<file path="src/rtl/uart_pkg.sv">
// Shared types and helpers for the buffered UART transmitter: baud table,
// bit-period calculation, frame FSM states and the per-frame configuration.
package uart_pkg;

    localparam int unsigned PERIOD_W   = 24;
    localparam int unsigned BAUD_CODES = 16;

    localparam int unsigned BAUD_RATE [BAUD_CODES] = '{
        300, 1200, 2400, 4800, 9600, 19200, 38400, 57600,
        115200, 230400, 460800, 921600, 921600, 921600, 921600, 921600
    };

    typedef enum logic [2:0] {
        ST_IDLE,
        ST_START,
        ST_DATA,
        ST_PARITY,
        ST_STOP
    } tx_state_e;

    typedef struct packed {
        logic                eight;
        logic                parity_en;
        logic                odd_n_even;
        logic                two_stop;
        logic [PERIOD_W-1:0] period;
    } frame_cfg_t;

    // Rounded number of clocks per bit for a rate code.
    function automatic logic [PERIOD_W-1:0] bit_clocks(input int unsigned clk_hz,
                                                       input logic [3:0]  code);
        int unsigned rate;
        rate = BAUD_RATE[code];
        return PERIOD_W'((clk_hz + rate / 2) / rate);
    endfunction

endpackage

</file>
<file path="src/rtl/sync_fifo.sv">
// Single-clock FIFO with registered occupancy, full and empty flags.
module sync_fifo #(
    parameter int unsigned WIDTH = 8,
    parameter int unsigned DEPTH = 16
) (
    input  logic                     i_clk,
    input  logic                     i_reset,
    input  logic                     i_wr_en,
    input  logic [WIDTH-1:0]         i_wr_data,
    input  logic                     i_rd_en,
    output logic [WIDTH-1:0]         o_rd_data_c,
    output logic                     o_full,
    output logic                     o_empty,
    output logic [$clog2(DEPTH):0]   o_count
);

    localparam int unsigned AW = $clog2(DEPTH);
    localparam int unsigned CW = AW + 1;

    logic [WIDTH-1:0] r_mem [DEPTH];
    logic [AW-1:0]    r_wr_ptr;
    logic [AW-1:0]    r_rd_ptr;
    logic [CW-1:0]    r_count;
    logic [CW-1:0]    w_count_nxt;
    logic             r_full;
    logic             r_empty;
    logic             w_wr;
    logic             w_rd;

    // Full is judged on the current occupancy, so a same-cycle pop never admits a write.
    assign w_wr = i_wr_en && !r_full;
    assign w_rd = i_rd_en && !r_empty;

    always_comb begin
        w_count_nxt = r_count;
        case ({w_wr, w_rd})
            2'b10:   w_count_nxt = r_count + CW'(1);
            2'b01:   w_count_nxt = r_count - CW'(1);
            default: w_count_nxt = r_count;
        endcase
    end

    always_ff @(posedge i_clk) begin
        if (i_reset) begin
            r_wr_ptr <= '0;
            r_rd_ptr <= '0;
            r_count  <= '0;
            r_full   <= 1'b0;
            r_empty  <= 1'b1;
        end else begin
            if (w_wr) r_wr_ptr <= r_wr_ptr + AW'(1);
            if (w_rd) r_rd_ptr <= r_rd_ptr + AW'(1);
            r_count <= w_count_nxt;
            r_full  <= (w_count_nxt == CW'(DEPTH));
            r_empty <= (w_count_nxt == '0);
        end
    end

    always_ff @(posedge i_clk) begin
        if (w_wr) r_mem[r_wr_ptr] <= i_wr_data;
    end

    assign o_rd_data_c = r_mem[r_rd_ptr];
    assign o_full      = r_full;
    assign o_empty     = r_empty;
    assign o_count     = r_count;

endmodule

</file>
<file path="src/rtl/uart_tx_fifo_engine.sv">
// Buffered UART transmitter: host bytes queue in a FIFO and a frame FSM
// serialises them onto o_tx with per-frame baud, width, parity and stop config.
module uart_tx_fifo_engine
    import uart_pkg::*;
#(
    parameter int unsigned CLK_HZ     = 100_000_000,
    parameter int unsigned FIFO_DEPTH = 16
) (
    input  logic                          i_clk,
    input  logic                          i_reset,
    input  logic [3:0]                    i_baud,
    input  logic                          i_eight,
    input  logic                          i_parity_en,
    input  logic                          i_odd_n_even,
    input  logic                          i_two_stop,
    input  logic                          i_wr_en,
    input  logic [7:0]                    i_wr_data,
    output logic                          o_tx_rdy,
    output logic                          o_full,
    output logic                          o_empty,
    output logic [$clog2(FIFO_DEPTH):0]   o_count,
    output logic                          o_overflow,
    output logic                          o_busy,
    output logic                          o_tx
);

    tx_state_e           r_state;
    tx_state_e           w_state_nxt;
    frame_cfg_t          r_cfg;
    frame_cfg_t          w_cfg_nxt;
    logic [7:0]          r_shift;
    logic [7:0]          w_shift_nxt;
    logic                r_par;
    logic                w_par_nxt;
    logic [PERIOD_W-1:0] r_baud_cnt;
    logic [PERIOD_W-1:0] w_baud_cnt_nxt;
    logic [2:0]          r_bit_cnt;
    logic [2:0]          w_bit_cnt_nxt;
    logic                r_tx;
    logic                w_tx_nxt;
    logic                r_busy;
    logic                r_overflow;
    logic                w_pop;
    logic                w_tick;
    logic                w_last_data;
    logic                w_full;
    logic                w_empty;
    logic [7:0]          w_rd_data;
    logic [7:0]          w_data_in;
    logic [PERIOD_W-1:0] w_period_lut [BAUD_CODES];
    logic [PERIOD_W-1:0] w_new_period;

    sync_fifo #(
        .WIDTH (8),
        .DEPTH (FIFO_DEPTH)
    ) u_fifo (
        .i_clk       (i_clk),
        .i_reset     (i_reset),
        .i_wr_en     (i_wr_en),
        .i_wr_data   (i_wr_data),
        .i_rd_en     (w_pop),
        .o_rd_data_c (w_rd_data),
        .o_full      (w_full),
        .o_empty     (w_empty),
        .o_count     (o_count)
    );

    // Bit periods are elaboration-time constants; the rate code only selects one.
    for (genvar g = 0; g < BAUD_CODES; g++) begin : g_period
        assign w_period_lut[g] = bit_clocks(CLK_HZ, 4'(g));
    end

    assign w_new_period = w_period_lut[i_baud];
    assign w_data_in    = i_eight ? w_rd_data : {1'b0, w_rd_data[6:0]};
    assign w_tick       = (r_baud_cnt == '0);
    assign w_last_data  = (r_bit_cnt == (r_cfg.eight ? 3'd7 : 3'd6));

    always_ff @(posedge i_clk) begin
        if (i_reset) r_state <= ST_IDLE;
        else         r_state <= w_state_nxt;
    end

    always_comb begin
        w_state_nxt    = r_state;
        w_cfg_nxt      = r_cfg;
        w_shift_nxt    = r_shift;
        w_par_nxt      = r_par;
        w_baud_cnt_nxt = r_baud_cnt;
        w_bit_cnt_nxt  = r_bit_cnt;
        w_tx_nxt       = 1'b1;
        w_pop          = 1'b0;

        if (r_state != ST_IDLE) begin
            w_baud_cnt_nxt = w_tick ? (r_cfg.period - PERIOD_W'(1)) : (r_baud_cnt - PERIOD_W'(1));
        end

        case (r_state)
            ST_IDLE: begin
                if (!w_empty) w_pop = 1'b1;
            end
            ST_START: begin
                w_tx_nxt = 1'b0;
                if (w_tick) w_state_nxt = ST_DATA;
            end
            ST_DATA: begin
                w_tx_nxt = r_shift[0];
                if (w_tick) begin
                    w_shift_nxt = {1'b0, r_shift[7:1]};
                    if (w_last_data) begin
                        w_bit_cnt_nxt = '0;
                        w_state_nxt   = r_cfg.parity_en ? ST_PARITY : ST_STOP;
                    end else begin
                        w_bit_cnt_nxt = r_bit_cnt + 3'd1;
                    end
                end
            end
            ST_PARITY: begin
                w_tx_nxt = r_par ^ r_cfg.odd_n_even;
                if (w_tick) w_state_nxt = ST_STOP;
            end
            ST_STOP: begin
                // r_bit_cnt marks the first of two stop bits as already sent.
                if (w_tick) begin
                    if (r_cfg.two_stop && (r_bit_cnt == '0)) w_bit_cnt_nxt = 3'd1;
                    else if (!w_empty)                       w_pop         = 1'b1;
                    else                                     w_state_nxt   = ST_IDLE;
                end
            end
            default: w_state_nxt = ST_IDLE;
        endcase

        // A pop latches the next frame's byte and config and starts its start bit.
        if (w_pop) begin
            w_state_nxt          = ST_START;
            w_cfg_nxt.eight      = i_eight;
            w_cfg_nxt.parity_en  = i_parity_en;
            w_cfg_nxt.odd_n_even = i_odd_n_even;
            w_cfg_nxt.two_stop   = i_two_stop;
            w_cfg_nxt.period     = w_new_period;
            w_shift_nxt          = w_data_in;
            w_par_nxt            = ^w_data_in;
            w_baud_cnt_nxt       = w_new_period - PERIOD_W'(1);
            w_bit_cnt_nxt        = '0;
        end
    end

    always_ff @(posedge i_clk) begin
        if (i_reset) begin
            r_cfg      <= '0;
            r_shift    <= '0;
            r_par      <= 1'b0;
            r_baud_cnt <= '0;
            r_bit_cnt  <= '0;
            r_tx       <= 1'b1;
            r_busy     <= 1'b0;
            r_overflow <= 1'b0;
        end else begin
            r_cfg      <= w_cfg_nxt;
            r_shift    <= w_shift_nxt;
            r_par      <= w_par_nxt;
            r_baud_cnt <= w_baud_cnt_nxt;
            r_bit_cnt  <= w_bit_cnt_nxt;
            r_tx       <= w_tx_nxt;
            r_busy     <= (r_state != ST_IDLE);
            r_overflow <= r_overflow | (i_wr_en & w_full);
        end
    end

    assign o_tx_rdy   = ~w_full;
    assign o_full     = w_full;
    assign o_empty    = w_empty;
    assign o_overflow = r_overflow;
    assign o_busy     = r_busy;
    assign o_tx       = r_tx;

endmodule

</file>
<file path="config.mk">
export PLATFORM = sky130hd
export DESIGN_NAME = uart_tx_fifo_engine
export DESIGN_NICKNAME = d
export VERILOG_FILES = /design/src/rtl/uart_pkg.sv /design/src/rtl/sync_fifo.sv /design/src/rtl/uart_tx_fifo_engine.sv
export SDC_FILE = /design/constraint.sdc
export NUM_CORES = 1
export LEC_CHECK = 0
export ABC_AREA = 1
export BUFFER_PORTS_ARGS = -buffer_cell sky130_fd_sc_hd__buf_4
export CAP_MARGIN = 10
export CORE_ASPECT_RATIO = 1.2
export CORE_MARGIN = 3
export CORE_UTILIZATION = 35
export DETAILED_ROUTE_END_ITERATION = 6
export HOLD_SLACK_MARGIN = 0.03
export PLACE_DENSITY = 0.63
export SYNTH_ARGS = -nofsm -noshare
export SYNTH_HDL_FRONTEND = slang
export SYNTH_SLANG_ARGS = --single-unit
</file>
<file path="constraint.sdc">
create_clock -name i_clk -period 2.6 [get_ports i_clk]
set_clock_uncertainty 0.05 [all_clocks]
set_input_delay 0.39 -clock i_clk [delete_from_list [all_inputs] [get_ports i_clk]]
set_output_delay 0.39 -clock i_clk [all_outputs]
set_load 0.03 [all_outputs]
</file>
==> results of run 1 <==
-- metal layers --
metal,track usage,up-vias
met5,0,-
met4,0.0453,0
met3,0.0247,29
met2,0.287,126
met1,0.191,3891
li1,-,4089
-- cells by family (layout without fill, tap and decap cells) --
family	count (synthesis)	after routing
buf+inv	167	260
xor+xnor	14	14
compound gates	227	227
fa+ha+maj	15	15
flops	211	211
simple gates	536	536
-- state kept, by name, summed over array words and instances, names as in the netlist, named ones only --
register and flops:
r_par 1, u_fifo.r_rd_ptr 4, u_fifo.r_wr_ptr 4, r_state 3, o_overflow 1, o_tx 1, u_fifo.o_full 1, u_fifo.o_count 5
o_busy 1, r_shift 8, r_baud_cnt 24, r_bit_cnt 3, u_fifo.o_empty 1, u_fifo.r_mem 128, r_cfg 22
-- how the worst max path moves through the flow --
stage,slack (ps),cells past startpoint,to,start
after floorplan,90,20,u_fifo.o_empty$_SDFF_PP1_,r_bit_cnt[0]$_SDFFE_PP0P_
after global placement,-30,17,r_baud_cnt[17]$_SDFFE_PP0P_,i_baud[0]
after detailed placement,-20,17,r_baud_cnt[17]$_SDFFE_PP0P_,i_baud[0]
after CTS,20,16,u_fifo.o_empty$_SDFF_PP1_,r_bit_cnt[0]$_SDFFE_PP0P_
after global routing,-70,18,u_fifo.o_empty$_SDFF_PP1_,r_baud_cnt[15]$_SDFFE_PP0P_
final,130,17,r_baud_cnt[15]$_SDFFE_PP0P_,r_baud_cnt[19]$_SDFFE_PP0P_
-- cell usage in the layout, fill, tap and decap left out, types with 3 or more instances in the layout --
| cell type | count |
|---|---|
| o221ai_1 | 4 |
| ha_2 | 3 |
| o21ai_1 | 7 |
| o21ai_0 | 114 |
| nand2_1 | 197 |
| clkinvlp_4 | 4 |
| clkinv_4 | 4 |
| nand4_1 | 21 |
| o211ai_1 | 31 |
| ha_1 | 11 |
| nor3_1 | 7 |
| edfxtp_1 | 128 |
| nand3_2 | 8 |
| nand3_1 | 54 |
| nand2_4 | 10 |
| clkinv_2 | 3 |
| xnor2_1 | 7 |
| dfxtp_1 | 81 |
| bufinv_16 | 3 |
| clkinv_1 | 3 |
| buf_6 | 3 |
| xor2_1 | 7 |
| a21oi_1 | 38 |
| nand2_2 | 18 |
| a31oi_1 | 7 |
| nor2_1 | 179 |
| clkbuf_16 | 23 |
| nor2_2 | 15 |
| buf_4 | 94 |
| inv_1 | 110 |
| o22ai_1 | 8 |
| nor2_4 | 20 |
| o21bai_1 | 7 |
| inv_2 | 6 |
-- power by group through the flow --
| stage | logic (mW) | clock network [mW] | registers (mW) |
|---|---|---|---|
| finish | 6.89 | 3.32 | 4.24 |
| global placement | 6.29 | 0 | 4.30 |
| floorplan | 4.49 | 0 | 4.33 |
| global route | 7.69 | 3.55 | 4.29 |
| detailed placement | 6.35 | 0 | 4.31 |
| CTS | 6.38 | 3.40 | 4.24 |
-- area by class of cell --
cell class,instances,share of cell area
inverter,118,0.0364
clock inverter,17,0.0163
timing repair buffer,100,0.0653
multi-input combinational,792,0.342
tap,379,0.0390
clock buffer,25,0.0479
sequential,211,0.453
-- what timing repair did --
action / in CTS / in global routing
pin swaps: 1 / 19
resized for setup: 1 / 58
endpoints found under the setup margin: 1 / 23
buffers inserted: 0 / 8
-- metrics by stage --
step / setup TNS (ps) / hold slack, ps
detailed placement: -38.4 / 402
global placement: -32.5 / 398
CTS: 0 / 54.2
global route: -128 / 59.9
finish: 0 / 67.4
floorplan: 0 / 390
-- tightest hold or removal path, stage by stage --
cell,delay (ps)
buf_4,80
nor2_1,40
nor2_1,80
==> results.sh, run 1 <==
export IMPL_cp_num_buf_inv=2
export IMPL_powerDensity_mw_per_mm2=1190
export IMPL_dp_cells=1592
export IMPL_clock_path_buffers=3
export IMPL_period_minus_slack_ps=2470
export IMPL_clk_pin_slew_ps=60
export IMPL_dieArea_mm2=0.0311
export IMPL_dr_wl_met2_um=13000
export IMPL_power_share_clock=0.230
export IMPL_power_mw=14.5
export IMPL_dr_wl_met3_um=916
export IMPL_firstDrtPassIters=5
export IMPL_yosys_top_cells_count="nand2_1 (206), nor2_1 (194), edfxtp_1 (128)"
export IMPL_drive_gt1_frac=0.181
export IMPL_wire_per_inst_um=15.2
export IMPL_via_per_inst=4.95
export IMPL_endpoint_kind="flop"
export IMPL_reg2reg_slack_ps=130
export IMPL_critical_path_top_delay_family="simple AND/OR/NAND/NOR gates"
export IMPL_slowest_stage="dfxtp_1"
export IMPL_r2r_end="r_baud_cnt[15]$_SDFFE_PP0P_"
export IMPL_clock_fmax_mhz=406
export IMPL_relSlewSlack=0.603
export IMPL_register_area_mm2=0.00551
export IMPL_drtIter0Drc=499
export IMPL_yosys_area_top_type_share=0.378
export IMPL_muxShareOfSynthArea=0
export IMPL_critPathMostFrequentCell="nand2_1"
export IMPL_setup_ws_ps=134
export IMPL_fp_dieH_um=193
export IMPL_synth_avg_cell_area_um2=8.69
export IMPL_hold_end="r_cfg[26]$_SDFFE_PP0N_"
export IMPL_p_switching_mw=6.09
export IMPL_syn_area_mm2=0.0102
export IMPL_synthCells=1170
export IMPL_synthArstFlopShare=0
export IMPL_grt_max_degree=39
export IMPL_cp_cell_sequence="nor2_1 > nand2_1 > nor2_4 > nand3_4 > nor2_2 > nor2_2 > buf_6 > nand2_1 > nand2_1 > nor2_1 > nand2_2 > nor2_4 > nand2_1 > nand2_1 > nand2_1 > o21bai_1 > inv_1"
export IMPL_reg2reg_depth=17
export IMPL_ant_nets=0
export IMPL_grt_pass1_wl_um=39700
export IMPL_vias=8135
export IMPL_synth_distinct_cells=44
export IMPL_synthMostInstantiatedCell="nand2_1"
export IMPL_yosysSeqAreaShare=0.541
export IMPL_max_stage_delay_ps=320
export IMPL_nets=1280
export IMPL_startpoint_type="flop"
export IMPL_grt_use_total=0.157
export IMPL_grt_overflow=0
export IMPL_crit_reg2reg_launch="r_baud_cnt[19]$_SDFFE_PP0P_"
export IMPL_fin_util=0.431
export IMPL_start_util=0.360
export IMPL_p_int_mw=8.37
export IMPL_worst_pin_slew_ps=595
export IMPL_synth_ff_latch_count=211
export IMPL_synth_edf_count=128
export IMPL_num_rows=67
export IMPL_grt_pass1_vias=7694
export IMPL_synth_compound_area_frac=0.127
export IMPL_fillers=2728
export IMPL_finalSetupViolCount=0
export IMPL_peakVddDrop_uv=587
export IMPL_hp_class="in -> reg"
export IMPL_coreArea_mm2=0.0283
export IMPL_combPwrFrac=0.477
export IMPL_period_share=0.948
export IMPL_detail_route_drc_violations=0
export IMPL_max_cap_viol_count=0
export IMPL_pre_cts_ws_ps=-24.5
export IMPL_hold_viol_final=0
export IMPL_report_final_slew_viol_count=0
export IMPL_synth_area_leaders="edfxtp_1 (38%), dfxtp_1 (16%), nand2_1 (7.6%)"
export IMPL_synth_xor_area_frac=0.0121
export IMPL_cts_root_buf="clkbuf_16"
export IMPL_worstPathRequired_ps=2960
export IMPL_final_area_mm2=0.0122
export IMPL_critPathArrivalTime_ps=2820
export IMPL_synth_top_family_by_area="simple AND/OR/NAND/NOR gates"
export IMPL_num_io_pins=30
export IMPL_synth_simple_area_share=0.234
export IMPL_worst_path_max_fanout=10
export IMPL_synth_top_cell_by_area="edfxtp_1"
export IMPL_gp_congestion=0.892
export IMPL_min_from="i_parity_en"
export IMPL_status="finished, final reports clean"
export IMPL_detailed_place_hpwl_um=17000
export IMPL_leakage_nw=4.78
export IMPL_cts_tree="yes"
export IMPL_ys_flop_type="edfxtp_1"
export IMPL_drt_met1_wl_um=10600
export IMPL_synth_warnings=0
export IMPL_path_class="reg -> reg"
export IMPL_cts_hold_buf=0
export IMPL_n_antenna_cell=0
export IMPL_clkSinkCount=211
export IMPL_multi_input_area_mm2=0.00417
export IMPL_switching_share=0.421
export IMPL_highest_signal_layer="met4"
export IMPL_io_buffers=29
export IMPL_postPlaceCellArea_mm2=0.0111
export IMPL_fp_dieW_um=162
export IMPL_postRouteWirelength_um=25000
export IMPL_htree_levels=1
export IMPL_synth_nets=1204
export IMPL_antenna_found_initial=0
export IMPL_syn2layout_area_growth_pct=19.7
export IMPL_clock_latency_ps=510
export IMPL_holdPathStages=3
export IMPL_cts_buffers=23
export IMPL_power_frac_seq=0.294
export IMPL_fin_cells=1642
export IMPL_synthAdderAreaFrac=0.0185
Note: power is estimated with default switching activity, not from simulation.
==> run 2: changes to the inputs <==
--- a/config.mk
+++ b/config.mk
@@ -19 +19,2 @@
 export SYNTH_SLANG_ARGS = --single-unit
+export TNS_END_PERCENT = 5
==> constraint.sdc (replaced) <==
create_clock -name i_clk -period 2.6 [get_ports i_clk]
set_clock_uncertainty 0.05 [all_clocks]
set_input_delay 0.26 -clock i_clk [delete_from_list [all_inputs] [get_ports i_clk]]
set_output_delay 0.26 -clock i_clk [all_outputs]
set_load 0.03 [all_outputs]
==> results.sh, run 2 (synthesis gave the netlist of run 1 again) <==
export IMPL_ant_nets=0
export IMPL_grt_pass1_wl_um=40500
export IMPL_relSlewSlack=0.550
export IMPL_firstDrtPassIters=6
export IMPL_max_cap_viol_count=0
export IMPL_fp_dieH_um=193
export IMPL_power_mw=14.6
export IMPL_final_common_cell="nand2_1"
export IMPL_pre_cts_ws_ps=41.3
export IMPL_worstPathRequired_ps=2960
export IMPL_clock_fmax_mhz=400
export IMPL_detail_route_drc_violations=0
export IMPL_cts_root_buf="clkbuf_16"
export IMPL_worst_pin_slew_ps=670
export IMPL_startpoint_type="flop"
export IMPL_grt_use_total=0.160
export IMPL_wire_per_inst_um=15.1
export IMPL_period_minus_slack_ps=2500
export IMPL_reg_top3="u_fifo.r_mem x128, r_baud_cnt x24, r_cfg x22"
export IMPL_peakVddDrop_uv=599
export IMPL_clk_pin_slew_ps=60
export IMPL_hp_class="in -> reg"
export IMPL_num_rows=67
export IMPL_fillers=2772
export IMPL_clock_path_buffers=3
export IMPL_htree_levels=1
export IMPL_largest_reg_flops=128
export IMPL_start_util=0.360
export IMPL_via_per_inst=4.94
export IMPL_cts_buffers=23
export IMPL_dieArea_mm2=0.0311
export IMPL_crit_reg2reg_launch="r_bit_cnt[0]$_SDFFE_PP0P_"
export IMPL_reg2reg_slack_ps=100
export IMPL_fin_cells=1659
export IMPL_io_buffers=29
export IMPL_hold_end="u_fifo.r_mem[14][1]$_DFFE_PP_"
export IMPL_regMostFlops="u_fifo.r_mem"
export IMPL_postRouteWirelength_um=25100
export IMPL_drive_gt1_frac=0.186
export IMPL_grt_overflow=0
export IMPL_report_final_slew_viol_count=0
export IMPL_grt_pass1_vias=7954
export IMPL_layout_common_cells="nand2_1 (194), nor2_1 (181), edfxtp_1 (128)"
export IMPL_num_io_pins=30
export IMPL_detailed_place_hpwl_um=16700
export IMPL_vias=8191
export IMPL_fp_dieW_um=162
export IMPL_antenna_found_initial=0
export IMPL_worst_path_max_fanout=6
export IMPL_critPathArrivalTime_ps=2860
export IMPL_finalSetupViolCount=0
export IMPL_period_share=0.962
export IMPL_nets=1297
export IMPL_rsz0062_at_grt="true"
export IMPL_grt_max_degree=39
export IMPL_status="finished, final reports clean"
export IMPL_clkSinkCount=211
export IMPL_min_from="i_wr_data[1]"
export IMPL_powerDensity_mw_per_mm2=1180
export IMPL_path_class="reg -> reg"
export IMPL_setup_ws_ps=98.2
export IMPL_endpoint_kind="flop"
export IMPL_syn2layout_area_growth_pct=21.4
export IMPL_coreArea_mm2=0.0283
export IMPL_cts_tree="yes"
export IMPL_drtIter0Drc=479
export IMPL_hold_viol_final=0
export IMPL_gp_congestion=0.914
export IMPL_n_antenna_cell=0
export IMPL_r2r_end="r_baud_cnt[9]$_SDFFE_PP0P_"
export IMPL_holdPathStages=1
export IMPL_leakage_nw=4.88
export IMPL_dp_cells=1590
export IMPL_clock_latency_ps=520
export IMPL_reg2reg_depth=17
## run 2: cell count changes in the layout (fill, tap and decap cells not counted), moves of 3 or more
cell / before / now
buf_12: 2 / 6
buf_4: 94 / 98
clkinv_1: 3 / 8
nand2_1: 197 / 194
dlygate4sd3_1: 0 / 11
dfxtp_2: 2 / 8
nand2_2: 18 / 23
dfxtp_1: 81 / 74
clkinvlp_4: 4 / 0
nor2_4: 20 / 16
## run 2: worst max-delay path by stage
stage / end / startpoint
2_1_floorplan: u_fifo.o_empty$_SDFF_PP1_ / r_bit_cnt[0]$_SDFFE_PP0P_
5_1_grt: r_baud_cnt[9]$_SDFFE_PP0P_ / r_bit_cnt[0]$_SDFFE_PP0P_
4_1_cts: u_fifo.o_empty$_SDFF_PP1_ / r_bit_cnt[0]$_SDFFE_PP0P_
3_5_place_dp: u_fifo.o_empty$_SDFF_PP1_ / r_bit_cnt[0]$_SDFFE_PP0P_
6_report: r_baud_cnt[9]$_SDFFE_PP0P_ / r_bit_cnt[0]$_SDFFE_PP0P_
3_3_place_gp: r_baud_cnt[21]$_SDFFE_PP0P_ / r_bit_cnt[0]$_SDFFE_PP0P_
## run 2: critical path, stage by stage, from the launching register on
cell and delay [ps]:
dfxtp_2 320, inv_2 50, ha_2 160, nand2_2 70
nor2_4 110, nor2_4 40, nand4_1 130, nand2_4 110
buf_12 140, clkbuf_16 150, nand2_1 90, o21ai_2 120
nor2_4 160, nand3_1 110, nor2_1 290, o21ai_0 130
o21bai_1 130, inv_1 50
## run 2: layout make-up
class	count	area, µm²	share of cell area
flip-flops and latches	211	5520	0.447
inverters	118	443	0.0359
multi-input cells	792	4150	0.336
well taps	379	474	0.0384
clock buffers	25	583	0.0472
clock inverters	17	171	0.0139
repair buffers	117	1000	0.0812
## run 2: metrics by stage
step	util	setup TNS, ps	area, µm²	hold WS [ps]
after floorplan	-	0	10200	309
after global placement	0.395	0	11200	399
after detailed placement	0.395	0	11200	401
after CTS	0.425	0	12000	31.0
after global routing	0.437	-882	12300	34.3
final	0.437	0	12300	41.6
## run 2: power by group
group,total (mW),switching [mW],internal (mW)
Combinational,7.06,4.43,2.63
Sequential,4.27,0.291,3.98
Clock,3.25,1.33,1.93
## run 2: layer usage
layer	track usage	routed length, µm	vias up
met2	0.290	12900	164
met4	0.0622	900	0
met5	0	0	-
li1	-	-	4119
met1	0.191	10300	3852
met3	0.0221	961	56
## run 2: repair_timing
action                                  4_1_cts  5_1_grt
setup buffers                                 0       15
hold buffers                                 11        0
resized for setup                             0       60
endpoints found under the setup margin        0       24
endpoints found under the hold margin        60        0
